### config.mk
export PLATFORM = sky130hd
export DESIGN_NAME = mem_access_unit
export DESIGN_NICKNAME = d
export VERILOG_FILES = /design/src/rtl/mem_access_unit.sv
export SDC_FILE = /design/constraint.sdc
export NUM_CORES = 1
export LEC_CHECK = 0
export CAP_MARGIN = 10
export CORE_MARGIN = 2
export CORE_UTILIZATION = 49
export DETAILED_ROUTE_END_ITERATION = 10
export GPL_TIMING_DRIVEN = 0
export PLACE_DENSITY_LB_ADDON = 0.15
export SYNTH_ARGS = -nofsm -noshare
export SYNTH_HDL_FRONTEND = slang
export SYNTH_SLANG_ARGS = --single-unit
### constraint.sdc
create_clock -name clk -period 5.4 [get_ports clk]
set_input_delay 1.08 -clock clk [delete_from_list [all_inputs] [get_ports clk]]
set_output_delay 1.08 -clock clk [all_outputs]
set_load 0.02 [all_outputs]
### src/rtl/mem_access_unit.sv
// -----------------------------------------------------------------------------
// mem_access_unit
//   Load/store initiator for port B of the dual-port data RAM. It takes one
//   LB/LH/LW/LBU/LHU/SB/SH/SW request at a time and turns the byte address
//   into a RAM word address. The RAM has no byte enables, so sub-word stores
//   read the word, merge the new lane and write the word back. Loads return
//   sign- or zero-extended data. Misaligned accesses and size=11 return an
//   error and never touch the RAM.
//
// Ports
//   clk, rst_n        clock, asynchronous active-low reset
//   req_*             request handshake (valid/ready), we, size, unsigned,
//                     byte address, store data
//   rsp_*             one-cycle response pulse with load data and error flag
//   ram_*             RAM port B: word address, write word, read/write
//                     strobes, read data and read-data valid
// -----------------------------------------------------------------------------

// One byte lane of the store merge: take the new byte when this lane is
// addressed, otherwise keep the byte read back from the RAM.
module mau_lane (
   input  logic       i_wr,
   input  logic [7:0] i_old,
   input  logic [7:0] i_new,
   output logic [7:0] o_byte
);
   assign o_byte = i_wr ? i_new : i_old;
endmodule

module mem_access_unit #(
   parameter int ADDR_WIDTH = 10
) (
   input  logic                  clk,
   input  logic                  rst_n,
   input  logic                  req_valid_i,
   output logic                  req_ready_o,
   input  logic                  req_we_i,
   input  logic [1:0]            req_size_i,
   input  logic                  req_unsigned_i,
   input  logic [31:0]           req_addr_i,
   input  logic [31:0]           req_wdata_i,
   output logic                  rsp_valid_o,
   output logic [31:0]           rsp_rdata_o,
   output logic                  rsp_err_o,
   output logic [ADDR_WIDTH-1:0] ram_addr_o,
   output logic [31:0]           ram_wdata_o,
   output logic                  ram_read_en_o,
   output logic                  ram_write_en_o,
   input  logic [31:0]           ram_rdata_i,
   input  logic                  ram_valid_i
);
   localparam int NUM_LANES = 4;

   typedef enum logic [2:0] {S_IDLE, S_RD, S_WAIT, S_WR, S_RESP} state_t;

   state_t                r_state, w_nxt;
   logic [ADDR_WIDTH-1:0] r_addr;
   logic [1:0]            r_lo;      // byte offset within the word
   logic [1:0]            r_size;
   logic                  r_we;
   logic                  r_uns;
   logic [15:0]           r_wdata;   // only the low half matters for SB/SH
   logic [31:0]           r_wword;   // word presented on ram_wdata_o
   logic [31:0]           r_rdata;
   logic                  r_err;

   logic                  w_acc;
   logic                  w_misal;
   logic [7:0]            w_byte;
   logic [15:0]           w_half;
   logic [31:0]           w_ldata;
   logic [31:0]           w_rep;
   logic [NUM_LANES-1:0]  w_lwr;
   logic [NUM_LANES-1:0][7:0] w_old, w_new, w_mrg;
   logic                  w_unused_addr;

   // Address bits above the RAM size are dropped so accesses wrap.
   assign w_unused_addr = &req_addr_i[31:ADDR_WIDTH+2];

   assign w_acc   = req_valid_i && (r_state == S_IDLE);
   assign w_misal = (req_size_i == 2'b11)
                 || ((req_size_i == 2'b01) && req_addr_i[0])
                 || ((req_size_i == 2'b10) && (req_addr_i[1:0] != 2'b00));

   // ---------------------------------------------------------------- FSM
   always_ff @(posedge clk or negedge rst_n) begin
      if (!rst_n) r_state <= S_IDLE;
      else        r_state <= w_nxt;
   end

   always_comb begin
      w_nxt = r_state;
      case (r_state)
         S_IDLE: begin
            if (w_acc) begin
               if (w_misal)                                w_nxt = S_RESP;
               else if (req_we_i && req_size_i == 2'b10)   w_nxt = S_WR;
               else                                        w_nxt = S_RD;
            end
         end
         S_RD:   w_nxt = S_WAIT;
         S_WAIT: if (ram_valid_i) w_nxt = r_we ? S_WR : S_RESP;
         S_WR:   w_nxt = S_RESP;
         S_RESP: w_nxt = S_IDLE;
         default: w_nxt = S_IDLE;
      endcase
   end

   always_comb begin
      req_ready_o    = (r_state == S_IDLE);
      ram_read_en_o  = (r_state == S_RD);
      ram_write_en_o = (r_state == S_WR);
      rsp_valid_o    = (r_state == S_RESP);
      rsp_err_o      = (r_state == S_RESP) && r_err;
   end

   assign ram_addr_o  = r_addr;
   assign ram_wdata_o = r_wword;
   assign rsp_rdata_o = r_rdata;

   // ---------------------------------------------------------- load extract
   assign w_byte = ram_rdata_i[8*r_lo +: 8];
   assign w_half = ram_rdata_i[16*r_lo[1] +: 16];

   always_comb begin
      case (r_size)
         2'b00:   w_ldata = {{24{~r_uns & w_byte[7]}}, w_byte};
         2'b01:   w_ldata = {{16{~r_uns & w_half[15]}}, w_half};
         default: w_ldata = ram_rdata_i;
      endcase
   end

   // ----------------------------------------------------------- store merge
   // Replicating the store data across the word lets every lane pick its
   // own slice; the lane enable then decides which lanes take it.
   assign w_rep = (r_size == 2'b00) ? {4{r_wdata[7:0]}} : {2{r_wdata}};
   assign w_old = ram_rdata_i;
   assign w_new = w_rep;

   for (genvar g = 0; g < NUM_LANES; g++) begin : g_lane
      assign w_lwr[g] = (r_size == 2'b00) ? (r_lo == 2'(g))
                                          : (r_lo[1] == ((g / 2) == 1));
      mau_lane u_lane (
         .i_wr   (w_lwr[g]),
         .i_old  (w_old[g]),
         .i_new  (w_new[g]),
         .o_byte (w_mrg[g])
      );
   end

   // -------------------------------------------------------------- datapath
   always_ff @(posedge clk or negedge rst_n) begin
      if (!rst_n) begin
         r_addr  <= '0;
         r_lo    <= '0;
         r_size  <= '0;
         r_we    <= 1'b0;
         r_uns   <= 1'b0;
         r_wdata <= '0;
         r_wword <= '0;
         r_rdata <= '0;
         r_err   <= 1'b0;
      end else if (w_acc) begin
         r_addr  <= req_addr_i[ADDR_WIDTH+1:2];
         r_lo    <= req_addr_i[1:0];
         r_size  <= req_size_i;
         r_we    <= req_we_i;
         r_uns   <= req_unsigned_i;
         r_wdata <= req_wdata_i[15:0];
         r_wword <= req_wdata_i;       // full word for SW, replaced for SB/SH
         r_rdata <= '0;                // stores and errors respond with 0
         r_err   <= w_misal;
      end else if (r_state == S_WAIT && ram_valid_i) begin
         if (r_we) r_wword <= w_mrg;
         else      r_rdata <= w_ldata;
      end
   end

endmodule

==> results of run 1 <==
cell families after synthesis:
kind of cell / count (synthesis) / share of synthesized area, %
flip-flops: 100 / 48.34
buffers and inverters: 71 / 5.705
multiplexers: 24 / 4.859
AND/OR/NAND/NOR: 185 / 17.36
AO/OA/AOI/OAI: 155 / 23.74
where the power goes:
part / internal, mW / switching [mW]
clock network: 0.260 / 0.247
logic: 1.00 / 1.32
registers: 1.08 / 0.252
total: 2.34 / 1.82
final cells by class:
cell class	count	area share [%]
multi-input combinational	364	33.07
tap	136	2.366
inverter	29	1.514
clock buffer	13	1.931
timing repair buffer	163	22.89
clock inverter	2	0.8351
buffer	42	2.592
sequential	100	34.79
worst min-delay path by stage:
| stage | from | endpoint | slack [ns] |
|---|---|---|---|
| 3_5_place_dp | r_wdata[8] | r_wdata[8] | 0.46 |
| 6_report | ram_addr_o[2] | ram_addr_o[2] | 0.48 |
| 3_3_place_gp | ram_addr_o[1] | ram_addr_o[1] | 0.46 |
| 2_1_floorplan | r_wdata[10] | r_wdata[10] | 0.44 |
| 4_1_cts | r_wdata[8] | r_wdata[8] | 0.48 |
| 5_1_grt | rsp_rdata_o[13] | rsp_rdata_o[13] | 0.50 |
cell usage in the layout (no fill, tap or decap), types with 11 or more instances in the layout:
| cell | n |
|---|---|
| a221o_1 | 22 |
| nand2_1 | 113 |
| inv_1 | 28 |
| nor2_1 | 20 |
| buf_2 | 14 |
| clkbuf_1 | 30 |
| mux2i_1 | 15 |
| clkdlybuf4s50_1 | 161 |
| o21ba_2 | 11 |
| a21oi_1 | 30 |
| o21ai_0 | 13 |
| dfrtp_1 | 100 |
| o221ai_1 | 19 |
| a211o_1 | 12 |
critical path: stages (launching register included):
cell             delay [ns]
dfrtp_1                0.41
buf_2                  0.18
nor3b_1                0.26
and2_1                 0.17
clkdlybuf4s50_1        0.61
synth_stat cells (2+ instances only):
| cell | instances |
|---|---|
| nor2b_1 | 3 |
| o21ba_2 | 11 |
| a221oi_1 | 9 |
| nor4b_1 | 2 |
| mux2_2 | 9 |
| o211ai_1 | 2 |
| o2bb2ai_1 | 5 |
| inv_1 | 28 |
| a211oi_1 | 7 |
| or4b_1 | 5 |
| clkbuf_1 | 26 |
| nor2_1 | 20 |
| nand3_1 | 6 |
| o31ai_1 | 6 |
| nor3_1 | 3 |
| nand2_1 | 113 |
| a21oi_1 | 30 |
| or4b_2 | 3 |
| and2_1 | 5 |
| o221ai_1 | 19 |
| nor2_2 | 2 |
| a211o_1 | 12 |
| a21o_1 | 8 |
| mux2i_1 | 15 |
| a221o_1 | 22 |
| buf_2 | 14 |
| o31a_1 | 2 |
| or3_1 | 6 |
| and3b_1 | 5 |
| nor3b_1 | 2 |
| o21ai_0 | 13 |
| nand3b_1 | 2 |
| dfrtp_1 | 100 |
| nand4b_1 | 2 |
layer usage:
layer  vias to the layer above  share of wire (%)
met5                         -                  0
met4                         0                3.5
met3                        44                7.9
met2                       278                 47
met1                      2427                 42
li1                       2290                  -
registers in the layout, summed over array words and instances (netlist names), 2 cells and up:
signal,cells
r_lo,2
r_size,2
r_state,3
r_wdata,16
ram_addr_o,10
ram_wdata_o,32
rsp_rdata_o,32
through the flow:
stage | TNS [ns] | setup WS [ns] | power, mW
2_1_floorplan | 0 | 2.891 | 2.650
3_3_place_gp | -39.02 | -0.3988 | 3.586
3_5_place_dp | 0 | 2.104 | 3.644
4_1_cts | 0 | 2.276 | 4.154
5_1_grt | 0 | 2.231 | 4.402
6_report | 0 | 2.322 | 4.157
==> results.sh, run 1 <==
export IMPL_synth_warnings=0
export IMPL_p_per_area_nw_per_um2=578.0
export IMPL_end_kind="output pin"
export IMPL_finalHoldViolations=0
export IMPL_critPathMaxFanout=10
export IMPL_slew_viol_final=0
export IMPL_tightest_slew_ns=0.7563
export IMPL_placed_cell_area_um2=6993
export IMPL_synth_edff_count=0
export IMPL_cts_root_buf="clkbuf_8"
export IMPL_synthDistinctLibCells=52
export IMPL_cts_setup_buffers=0
export IMPL_htreeDepth=3
export IMPL_async_reset_ff_share_pct=100.0
export IMPL_dp_cells=834
export IMPL_ys_ff_latch=100
export IMPL_hpwl_um=13350
export IMPL_wire_per_inst_um=20.74
export IMPL_die_y_um=106.8
export IMPL_first_global_vias=5151
export IMPL_grt_pass1_wl_um=27710
export IMPL_grt_setup_unrepaired="false"
export IMPL_vias=5039
export IMPL_fin_util_pct=69.98
export IMPL_grt_max_degree=57
export IMPL_synth_area_um2=5176
export IMPL_cp_arrival_ns=2.00
export IMPL_core_area_um2=10280
export IMPL_yosysTopAreaCell="dfrtp_1"
export IMPL_peakVddDrop_v=0.0003218
export IMPL_clk_insertion_delay_late_ns=0.37
export IMPL_finalSetupViolations=0
export IMPL_critPathLaunch="r_state[1]"
export IMPL_cts_path_max_buffers=2
export IMPL_instances_no_fill=849
export IMPL_cap_violations=0
export IMPL_tritoncts="built"
export IMPL_reg2reg_from="r_size[1]"
export IMPL_area_delta_synth_final_pct=38.94
export IMPL_drcViolationCount=0
export IMPL_cts_made_buffers=9
export IMPL_fp_row_count=37
export IMPL_antenna_cells=0
export IMPL_drt_total_wl_um=17610
export IMPL_max_freq_mhz=324.9
export IMPL_synth_top_cell_area_share_pct=48.34
export IMPL_synth_nets=639
export IMPL_p_leak_nw=3.215
export IMPL_cp_required_ns=4.32
export IMPL_grt_remaining_overflow=0
export IMPL_detail_route_antenna_nets=0
export IMPL_crit_path_start_kind="flip-flop"
export IMPL_clock_skew_final_ns=0.007726
export IMPL_register_area_um2=2502
export IMPL_r2r_end="ram_wdata_o[28]"
export IMPL_whs_ns=0.4794
export IMPL_grt_busiest_layer="met2"
export IMPL_io_buffer_count=162
export IMPL_use_met2_pct=50.96
export IMPL_firstDrtPassIters=5
export IMPL_multi_input_area_um2=2379
export IMPL_fp_dieArea_um2=11400
export IMPL_synth_area_leaders="dfrtp_1 (48%), nand2_1 (8.2%), a221o_1 (4.3%)"
export IMPL_clock_sinks=100
export IMPL_grt_util_met1_pct=43.42
export IMPL_hold_path_class="reg2reg"
export IMPL_synth_avg_cell_area_um2=9.675
export IMPL_ys_seq_area_share_pct=48.34
export IMPL_synth_ff_type="dfrtp_1"
export IMPL_track_usage_pct=31.77
export IMPL_die_width_um=106.8
export IMPL_hold_buffers=0
export IMPL_path_class="reg2out"
export IMPL_synth_cells=535
export IMPL_use_met3_pct=3.891
export IMPL_fin_area_um2=7192
export IMPL_io_pins=183
export IMPL_num_fill_cells=811
export IMPL_antenna_found_initial=0
export IMPL_gp_congestion=0.9741
export IMPL_run_status="completed"
export IMPL_worstRegToRegCells=6
export IMPL_min_period_ns=3.078
export IMPL_ff2ff_setup_slack_ns=3.14
export IMPL_final_period_utilization_pct=57.00
export IMPL_clkTransAtPathRegs_ns=0.09
export IMPL_hold_depth=2
export IMPL_drive_gt1_share_pct=8.415
export IMPL_first_iter_violations=457
export IMPL_start_util_pct=50.37
export IMPL_slew_headroom_pct=49.58
export IMPL_viasPerCell=5.935
export IMPL_nNetsFinal=813
export IMPL_crit_end="rsp_err_o"
export IMPL_cts_resized=0
(Power assumes the default switching activity.)
==> inputs of run 2 (changes only) <==
--- a/config.mk
+++ b/config.mk
@@ -7,7 +7,7 @@
 export LEC_CHECK = 0
 export CAP_MARGIN = 10
 export CORE_MARGIN = 2
-export CORE_UTILIZATION = 49
+export CORE_UTILIZATION = 41
 export DETAILED_ROUTE_END_ITERATION = 10
 export GPL_TIMING_DRIVEN = 0
 export PLACE_DENSITY_LB_ADDON = 0.15
==> constraint.sdc (replaced) <==
create_clock -name clk -period 2.6 [get_ports clk]
set_input_delay 0.52 -clock clk [delete_from_list [all_inputs] [get_ports clk]]
set_output_delay 0.52 -clock clk [all_outputs]
set_load 0.02 [all_outputs]
==> results.sh, run 2 (synthesized netlist as in run 1, its figures left out) <==
export IMPL_highest_layer="met4"
export IMPL_track_usage_pct=27.26
export IMPL_viasPerCell=5.607
export IMPL_fp_row_count=41
export IMPL_wire_per_inst_um=20.41
export IMPL_num_fill_cells=1141
export IMPL_fp_dieArea_um2=13540
export IMPL_pwr_share_seq_pct=30.8
export IMPL_final_period_utilization_pct=95.20
export IMPL_cap_violations=0
export IMPL_register_area_um2=2502
export IMPL_grt_setup_unrepaired="false"
export IMPL_comb_power_share_pct=53.8
export IMPL_whs_ns=0.1470
export IMPL_multi_input_area_um2=2379
export IMPL_max_freq_mhz=404.0
export IMPL_drcViolationCount=0
export IMPL_crit_path_start_kind="flip-flop"
export IMPL_start_util_pct=41.52
export IMPL_met2_length_um=8481
export IMPL_area_delta_synth_final_pct=41.60
export IMPL_die_width_um=116.4
export IMPL_clock_skew_final_ns=0.004016
export IMPL_ff2ff_setup_slack_ns=0.37
export IMPL_core_area_um2=12470
export IMPL_cp_required_ns=2.08
export IMPL_critPathMaxFanout=10
export IMPL_reg2reg_from="r_size[1]"
export IMPL_grt_remaining_overflow=0
export IMPL_path_class="reg2out"
export IMPL_hold_path_class="in2async"
export IMPL_io_pins=183
export IMPL_drt_total_wl_um=18040
export IMPL_clk_insertion_delay_late_ns=0.35
export IMPL_p_int_mw=5.110
export IMPL_finalSetupViolations=0
export IMPL_antenna_found_initial=0
export IMPL_end_kind="output pin"
export IMPL_grt_max_degree=62
export IMPL_slew_viol_final=0
export IMPL_netSwitchingPower_mw=3.836
export IMPL_slew_headroom_pct=52.01
export IMPL_die_y_um=116.4
export IMPL_pwr_share_clk_pct=15.4
export IMPL_clock_sinks=100
export IMPL_wl_met1_um=8146
export IMPL_firstDrtPassIters=5
export IMPL_tritoncts="built"
export IMPL_cts_setup_buffers=0
export IMPL_antenna_cells=0
export IMPL_peakVddDrop_v=0.0005784
export IMPL_swShare_pct=42.88
export IMPL_gp_congestion=0.8636
export IMPL_wl_met3_um=986
export IMPL_htreeDepth=3
export IMPL_cts_resized=0
export IMPL_detail_route_antenna_nets=0
export IMPL_hold_buffers=0
export IMPL_final_common_cell="clkdlybuf4s50_1"
export IMPL_fin_tns_setup_ns=0
export IMPL_cp_arrival_ns=1.96
export IMPL_clkTransAtPathRegs_ns=0.07
export IMPL_nNetsFinal=813
export IMPL_r2r_end="ram_wdata_o[24]"
export IMPL_first_global_vias=4915
export IMPL_hpwl_um=13620
export IMPL_cts_made_buffers=9
export IMPL_min_period_ns=2.475
export IMPL_first_iter_violations=404
export IMPL_final_cell_mix="clkdlybuf4s50_1 (161), nand2_1 (113), dfrtp_1 (100)"
export IMPL_vias=4957
export IMPL_p_leak_nw=3.262
export IMPL_finalHoldViolations=0
export IMPL_cts_root_buf="clkbuf_16"
export IMPL_worstRegToRegCells=6
export IMPL_cts_path_max_buffers=2
export IMPL_tightest_slew_ns=0.7198
export IMPL_drive_gt1_share_pct=8.708
export IMPL_io_buffer_count=162
export IMPL_grt_pass1_wl_um=27660
export IMPL_run_status="completed"
export IMPL_p_per_area_nw_per_um2=1221
==> run 2: changes by cell type in the layout (fill, tap and decap cells not counted), sizes merged <==
cell and change:
bufinv -1, clkinv +1, clkbuf -1
==> run 2: worst max-delay path, stage by stage (launching register included) <==
cell             delay, ns
dfrtp_1               0.39
buf_2                 0.17
nor3b_1               0.27
and2_1                0.17
clkdlybuf4s50_1       0.60
==> run 2: per-layer routing <==
metal | global-route usage (%) | up-vias
met2 | 43.53 | 198
met4 | 10.16 | 0
met3 | 4.411 | 30
met1 | 37.55 | 2446
met5 | 0 | -
li1 | - | 2283
==> run 2: worst max-delay path by stage <==
stage / startpoint / end / slack, ns
2_1_floorplan: r_state[0] / rsp_rdata_o[30] / 0.54
3_3_place_gp: rst_n / ram_addr_o[1] / -2.74
3_5_place_dp: ram_valid_i / rsp_rdata_o[30] / -0.06
4_1_cts: r_state[0] / rsp_err_o / 0.09
5_1_grt: r_state[0] / rsp_err_o / 0.001
6_report: r_state[0] / rsp_err_o / 0.12
==> run 2: per-stage QoR <==
step | area [um^2] | std cells | util (%) | total power, mW | setup WS, ns
2_1_floorplan | 5176 | 535 | - | 5.505 | 0.5438
3_3_place_gp | 7013 | 869 | 56.26 | 7.512 | -2.740
5_1_grt | 7330 | 884 | 58.80 | 9.508 | 0.001478
6_report | 7330 | 884 | 58.80 | 8.946 | 0.1247
3_5_place_dp | 7038 | 870 | 56.46 | 7.573 | -0.06332
4_1_cts | 7330 | 884 | 58.80 | 8.967 | 0.08542
==> run 2: power groups by stage <==
stage	clock [mW]	sequential, mW	combinational (mW)
2_1_floorplan	0	3.25	2.26
3_3_place_gp	0	2.76	4.75
3_5_place_dp	0	2.77	4.80
4_1_cts	1.38	2.75	4.83
5_1_grt	1.44	2.84	5.23
6_report	1.37	2.76	4.82
==> run 2: area by class of cell <==
cell class / instances / area share (%)
tap: 172 / 2.936
clock inverter: 2 / 0.4780
buffer: 42 / 2.544
clock buffer: 12 / 3.499
sequential: 100 / 34.14
timing repair buffer: 163 / 22.47
inverter: 29 / 1.485
multi-input combinational: 364 / 32.45
==> inputs of run 3 (changes only) <==
--- a/config.mk
+++ b/config.mk
@@ -5,6 +5,7 @@
 export SDC_FILE = /design/constraint.sdc
 export NUM_CORES = 1
 export LEC_CHECK = 0
+export ABC_CLOCK_PERIOD_IN_PS = 2600
 export CAP_MARGIN = 10
 export CORE_MARGIN = 2
 export CORE_UTILIZATION = 41
==> constraint.sdc (replaced) <==
create_clock -name clk -period 2.6 [get_ports clk]
set_input_delay 0.65 -clock clk [delete_from_list [all_inputs] [get_ports clk]]
set_output_delay 0.65 -clock clk [all_outputs]
set_load 0.02 [all_outputs]
==> results.sh, run 3 (synthesized netlist as in run 1, its figures left out) <==
export IMPL_path_buf_inv=2
export IMPL_gp_congestion=0.8636
export IMPL_slowest_stage="clkdlybuf4s50_1"
export IMPL_drcViolationCount=0
export IMPL_fp_dieArea_um2=13540
export IMPL_clkTransAtPathRegs_ns=0.07
export IMPL_max_freq_mhz=400.7
export IMPL_grt_pass1_wl_um=27660
export IMPL_comb_power_share_pct=53.9
export IMPL_finalHoldViolations=0
export IMPL_drt_total_wl_um=18050
export IMPL_antenna_found_initial=0
export IMPL_cts_setup_buffers=0
export IMPL_clk_insertion_delay_late_ns=0.35
export IMPL_placed_cell_area_um2=7038
export IMPL_grt_max_degree=62
export IMPL_grt_setup_unrepaired="false"
export IMPL_critPathMaxFanout=10
export IMPL_num_fill_cells=1140
export IMPL_final_common_cell="clkdlybuf4s50_1"
export IMPL_peakVddDrop_v=0.0005794
export IMPL_pwr_share_clk_pct=15.3
export IMPL_fin_tns_setup_ns=0
export IMPL_grt_remaining_overflow=0
export IMPL_finalSetupViolations=0
export IMPL_core_area_um2=12470
export IMPL_end_kind="output pin"
export IMPL_vias=4946
export IMPL_first_iter_violations=381
export IMPL_clock_skew_final_ns=0.003758
export IMPL_first_global_vias=4915
export IMPL_cp_arrival_ns=1.85
export IMPL_worst_slack_ns=0.1046
export IMPL_hpwl_um=13620
export IMPL_cpPeakStageDelay_ns=0.65
export IMPL_tightest_slew_ns=0.7461
export IMPL_antenna_cells=0
export IMPL_area_delta_synth_final_pct=41.91
export IMPL_swShare_pct=42.92
export IMPL_path_cells="buf_2, nor3_2, clkdlybuf4s50_1"
export IMPL_final_cell_mix="clkdlybuf4s50_1 (159), nand2_1 (113), dfrtp_1 (100)"
export IMPL_p_int_mw=5.114
export IMPL_io_pins=183
export IMPL_die_y_um=116.4
export IMPL_cp_required_ns=1.95
export IMPL_viasPerCell=5.595
export IMPL_multi_input_area_um2=2389
export IMPL_p_leak_nw=3.306
export IMPL_clock_sinks=100
export IMPL_start_util_pct=41.52
export IMPL_register_area_um2=2502
export IMPL_cts_path_max_buffers=2
export IMPL_pwr_share_seq_pct=30.8
export IMPL_io_buffer_count=162
export IMPL_p_per_area_nw_per_um2=1220
export IMPL_fin_area_um2=7346
export IMPL_path_class="reg2out"
export IMPL_final_period_utilization_pct=95.98
export IMPL_tritoncts="built"
export IMPL_firstDrtPassIters=5
export IMPL_grt_busiest_layer="met2"
export IMPL_hold_path_class="in2async"
export IMPL_cts_made_buffers=9
export IMPL_wire_per_inst_um=20.42
export IMPL_grt_util_met1_pct=37.55
export IMPL_cp_top_family="buffers and inverters"
export IMPL_slew_viol_final=0
export IMPL_run_status="completed"
export IMPL_use_met3_pct=4.411
export IMPL_min_period_ns=2.495
export IMPL_drive_gt1_share_pct=9.129
export IMPL_track_usage_pct=27.26
export IMPL_use_met2_pct=43.53
export IMPL_fp_row_count=41
export IMPL_die_width_um=116.4
export IMPL_nNetsFinal=813
export IMPL_cap_violations=0
export IMPL_htreeDepth=3
export IMPL_cts_root_buf="clkbuf_16"
export IMPL_crit_path_start_kind="flip-flop"
export IMPL_slew_headroom_pct=50.26
export IMPL_dp_slack_ns=-0.1933
export IMPL_detail_route_antenna_nets=0
export IMPL_netSwitchingPower_mw=3.846
[run 3: final cells by class]
class	instances	share of cell area, %
clock inverter	2	0.4769
inverter	29	1.482
multi-input combinational	364	32.52
timing repair buffer	163	22.48
tap	172	2.930
clock buffer	12	3.492
buffer	42	2.555
sequential	100	34.07
[run 3: through the flow]
stage,total power [mW],cells,utilization [%],hold WS [ns]
finish,8.960,884,58.93,0.2752
detailed placement,7.573,870,56.46,0.4612
global route,9.517,884,58.93,0.3127
CTS,8.977,884,58.88,0.2887
global placement,7.512,869,56.26,0.4570
floorplan,5.505,535,-,0.3544
[run 3: timing repair]
| item | CTS | global route |
|---|---|---|
| cloned | 0 | 0 |
| hold buffers | 0 | 0 |
| resized for setup | 2 | 4 |
| setup endpoints to repair | 2 | 3 |
[run 3: final timing paths]
path	startpoint	to	slack, ns	cells past startpoint
setup / recovery	r_state[0]	req_ready_o	0.10	3
hold / removal	rst_n	ram_wdata_o[20]	0.28	1
setup reg to reg	r_size[1]	ram_wdata_o[24]	0.35	6
hold reg to reg	r_wdata[9]	r_wdata[9]	0.48	2
max in group asynchronous	rst_n	r_wdata[9]	1.63	2
min in group clk	r_wdata[9]	r_wdata[9]	0.48	2
[run 3: power groups by stage]
stage / registers (mW) / logic [mW] / clock network [mW]
after floorplan: 3.25 / 2.26 / 0
after global placement: 2.76 / 4.75 / 0
after detailed placement: 2.77 / 4.80 / 0
after CTS: 2.75 / 4.84 / 1.38
after global routing: 2.84 / 5.24 / 1.44
final: 2.76 / 4.83 / 1.37
[run 3: per-layer routing]
metal / part of all wire, % / vias up
li1: - / 2283
met1: 45 / 2448
met2: 48 / 186
met3: 5.5 / 29
met4: 2.2 / 0
met5: 0 / -
[run 3: worst reg2reg max path, cell delays in order (launching register included)]
cell and delay (ns):
dfrtp_1 0.61, buf_2 0.33, buf_4 0.24, nor2_2 0.10, o21ai_0 0.37, a211oi_1 0.20
a221o_1 0.30
